--- src/rtl/ram_pkg.sv ---
// Shared width defaults for the scratch RAM.
package ram_pkg;

    localparam int RAM_DATA_W = 8;
    localparam int RAM_ADDR_W = 3;

endpackage

--- src/rtl/ram.sv ---
// Single-port synchronous scratch RAM.
// Write-first on a shared address, one-cycle registered read.
module ram
    import ram_pkg::*;
#(
    parameter int DATA_WIDTH = RAM_DATA_W,
    parameter int ADDR_WIDTH = RAM_ADDR_W
) (
    input  logic                  clk,
    input  logic                  rst,
    input  logic                  we,
    input  logic                  re,
    input  logic [ADDR_WIDTH-1:0] addr,
    input  logic [DATA_WIDTH-1:0] data_in,
    output logic [DATA_WIDTH-1:0] data_out
);

    localparam int DEPTH = 2 ** ADDR_WIDTH;

    logic [DATA_WIDTH-1:0] mem [0:DEPTH-1];

    always_ff @(posedge clk) begin
        if (rst) begin
            for (int i = 0; i < DEPTH; i++) begin
                mem[i] <= '0;
            end
            data_out <= '0;
        end else begin
            if (we) begin
                mem[addr] <= data_in;
            end
            // Same-cycle write forwards the new word to the output.
            if (re) begin
                data_out <= we ? data_in : mem[addr];
            end
        end
    end

endmodule

--- config.mk ---
export PLATFORM = sky130hd
export DESIGN_NAME = ram
export DESIGN_NICKNAME = d
export VERILOG_FILES = /design/src/rtl/ram_pkg.sv /design/src/rtl/ram.sv
export SDC_FILE = /design/constraint.sdc
export NUM_CORES = 1
export LEC_CHECK = 0
export ABC_AREA = 1
export BUFFER_PORTS_ARGS = -buffer_cell sky130_fd_sc_hd__buf_2
export CAP_MARGIN = 10
export CORE_MARGIN = 1
export CORE_UTILIZATION = 44
export CTS_CLUSTER_SIZE = 40
export DETAILED_ROUTE_END_ITERATION = 10
export PLACE_DENSITY_LB_ADDON = 0.1
export SKIP_LAST_GASP = 1
export SLEW_MARGIN = 40
export SYNTH_ARGS = -nofsm -noshare
export SYNTH_HDL_FRONTEND = slang
export SYNTH_SLANG_ARGS = --single-unit
--- constraint.sdc ---
create_clock -name clk -period 2.56 [get_ports clk]
set_clock_uncertainty 0.1 [all_clocks]
set_input_delay 0.256 -clock clk [delete_from_list [all_inputs] [get_ports clk]]
set_output_delay 0.256 -clock clk [all_outputs]
set_load 0.02 [all_outputs]
==> run metrics <==
Ports 23; post-synthesis mux area share 0; CTS Hold Bufs 0; Peak Freq about 0.64 GHz; fin crit share 0.606; combinational fraction of design power 0.105; Synthesis Warnings 0; GP Congestion 0.857; CTS Sinks 72; failing checks design-rule violations; kind of critical path in -> reg; Synth Area in XOR/XNOR 0; Site Rows 32; sequential area share after synthesis 0.596; RSZ-0062 raised after global routing false; pwr dens 647 nW/um^2; Syn Area/Cell 9.14 um^2; share of cells above drive strength 1 0.153; delay-heaviest family, CP simple AND/OR/NAND/NOR gates; clock network power share 0.344; Die Span X 91.1 um; Non-Filler Instances between 500 and 600; Switch Pwr 627 uW; DR WL met3 around 360 um; Hold WC Path Type in -> reg; area grow syn2layout 10.5%; CP Data Arrival Time 1.48 ns; Worst setup EP type flop; vias in the first global route ~2400; CTS Buf Count 9; post-route ant nets 0; Post-DP Area between 3000 and 4000 um^2; combinational family with the most area after synthesis simple AND/OR/NAND/NOR gates; Post-Synth Simple-Gate Area 0.265; Sw Share 0.251; Post-Synth Adder-Cell Area 0; die height 91.1 um; Setup WS pre-CTS between 0.6 and 0.7 ns; Crit Path Max Fanout 18; Post-Route WL around 8 mm; Max Slew Vio Count 0; CTS tree built; worst skew pair latency approximately 0.35 ns; Pint about 1900 uW; Cells after Synth ~380; H-tree levels 3; Met1 Wirelength 3.88 mm; endpoints failing setup 0; startpoint type of the worst setup path input pin; core region area 7690 um^2; Pwr Total ~2500 uW; max incr delay on CP 0.30 ns; Peak VDD IR around 0.33 mV; Finished Cell Area between 3000 and 4000 um^2; Syn Nets 397; via-per-instance ratio 4.83; die area between 8000 and 9000 um^2; Synth Register Bits 72; outcome finished with violations; Placed Cells about 500; wire per inst 15.5 um; clock-pin transition on the worst setup and hold timing paths 0.07 ns; Starting DRT DRC Count 158; NumNets Final 423; met2 WL post-DR 3.56 mm; setup ws final 1.01 ns; Mapped Area 3490 um^2; slowest cell on the critical path nand2_1; Seq pwr share 0.550; Remaining DRCs 1; routed via count 2488; WP data required 2.48 ns; drt first pass iters 8; gr ovfl total 0; Buf/Inv on CP 2; top sig layer met4; first-pass GRT wire length 13.0 mm; fin crit period 1.55 ns; Yosys cell types 23; setup_tns 0 ns; antenna violations before repair 0; Ant. Diodes 0; Initial Util 0.454; # Post-CTS Setup Buffers 0; Resized cells post-CTS 0; complex-gate fraction of the synthesized area 0.0426; All-Layer GR Usage 0.214; largest net degree at the start of global routing 29; # fillers between 700 and 800; relative slew slack 0.701; worst slew pin tran 0.448 ns; Lkg Pwr 0.00177 uW; Final Hold Vio Count 0; CTS max path bufs 2; Port Buffers 22; hpwl dp 5.65 mm; max cap viols 0; worst path cell trace buf_2 > inv_2 > nand2_8 > nor2_4 > nand2_2 > nand2_1; CTS root buf clkbuf_8
==> power by group through the flow <==
stage	combinational, uW	clock (uW)	sequential, uW
5_1_grt	296	899	1380
3_3_place_gp	261	0	1400
2_1_floorplan	167	0	1400
6_report	263	859	1370
3_5_place_dp	262	0	1400
4_1_cts	263	857	1370
==> layer usage <==
layer / GRT usage / vias up
met4: 0.0952 / 0
met1: 0.302 / 1146
li1: - / 1256
met2: 0.330 / 69
met5: 0 / -
met3: 0.0310 / 17
==> metrics by stage <==
| step | utilization | hold slack, ns |
|---|---|---|
| 5_1_grt | 0.502 | 0.0974 |
| 4_1_cts | 0.502 | 0.0704 |
| 2_1_floorplan | - | 0.339 |
| 6_report | 0.502 | 0.0765 |
| 3_3_place_gp | 0.478 | 0.353 |
| 3_5_place_dp | 0.478 | 0.356 |
==> synthesized netlist by cell type (all sizes together) <==
| master | count | share of area |
|---|---|---|
| a21oi | 8 | 0.013 |
| o21ai | 9 | 0.013 |
| nor2 | 70 | 0.090 |
| or2 | 7 | 0.013 |
| nand3 | 39 | 0.056 |
| buf | 9 | 0.021 |
| o21bai | 8 | 0.017 |
| edfxtp | 64 | 0.55 |
| inv | 69 | 0.074 |
| dfxtp | 8 | 0.046 |
| nand2 | 90 | 0.11 |
| clkinv | 1 | 0.0014 |
==> layout make-up <==
type                            instances  area (um^2)  area share
Clock buffer                           10          128      0.0331
Clock inverter                          6         60.1      0.0156
Inverter                               70          264      0.0684
Multi-Input combinational cell        231         1070       0.278
Sequential cell                        72         2080       0.539
Tap cell                              102          128      0.0331
Timing Repair Buffer                   24          125      0.0324
==> placed cells by master, fill, tap and decap left out <==
master | synthesis | routed
nand2_1 | 81 | 81
inv_1 | 65 | 65
nor2_1 | 65 | 65
edfxtp_1 | 64 | 64
nand3_1 | 39 | 39
buf_2 | 4 | 22
clkbuf_8 | 0 | 9
nand2_2 | 8 | 8
o21ai_0 | 8 | 8
o21bai_1 | 8 | 8
dfxtp_1 | 8 | 8
a21oi_1 | 7 | 7
inv_2 | 4 | 4
clkinv_2 | 1 | 4
or2_2 | 4 | 4
or2_0 | 3 | 3
nor2_4 | 2 | 2
nor2_8 | 2 | 2
clkinvlp_4 | 0 | 2
buf_4 | 1 | 2
nand2_8 | 1 | 1
nor2_2 | 1 | 1
o21ai_1 | 1 | 1
a21oi_2 | 1 | 1
clkbuf_1 | 0 | 1
bufinv_16 | 0 | 1
==> registers in the layout, summed over array words and instances (netlist names) <==
name,flops
mem,64
data_out,8
==> worst paths after layout <==
check                            startpoint          end  slack [ns]  depth (start not counted)
worst max register to register    mem[2][0]  data_out[0]        1.28                          6
worst min register to register  data_out[7]  data_out[7]        0.37                          2
worst min-delay path                    rst  data_out[6]        0.08                          2
worst max-delay path                    rst    mem[5][4]        1.01                          6
==> cells by family after synthesis <==
group,count (synthesis)
AOI/OAI and AO/OA,25
buffers and inverters,79
and+or+nand+nor,206
DFF,72
(Power assumes the default switching activity.)
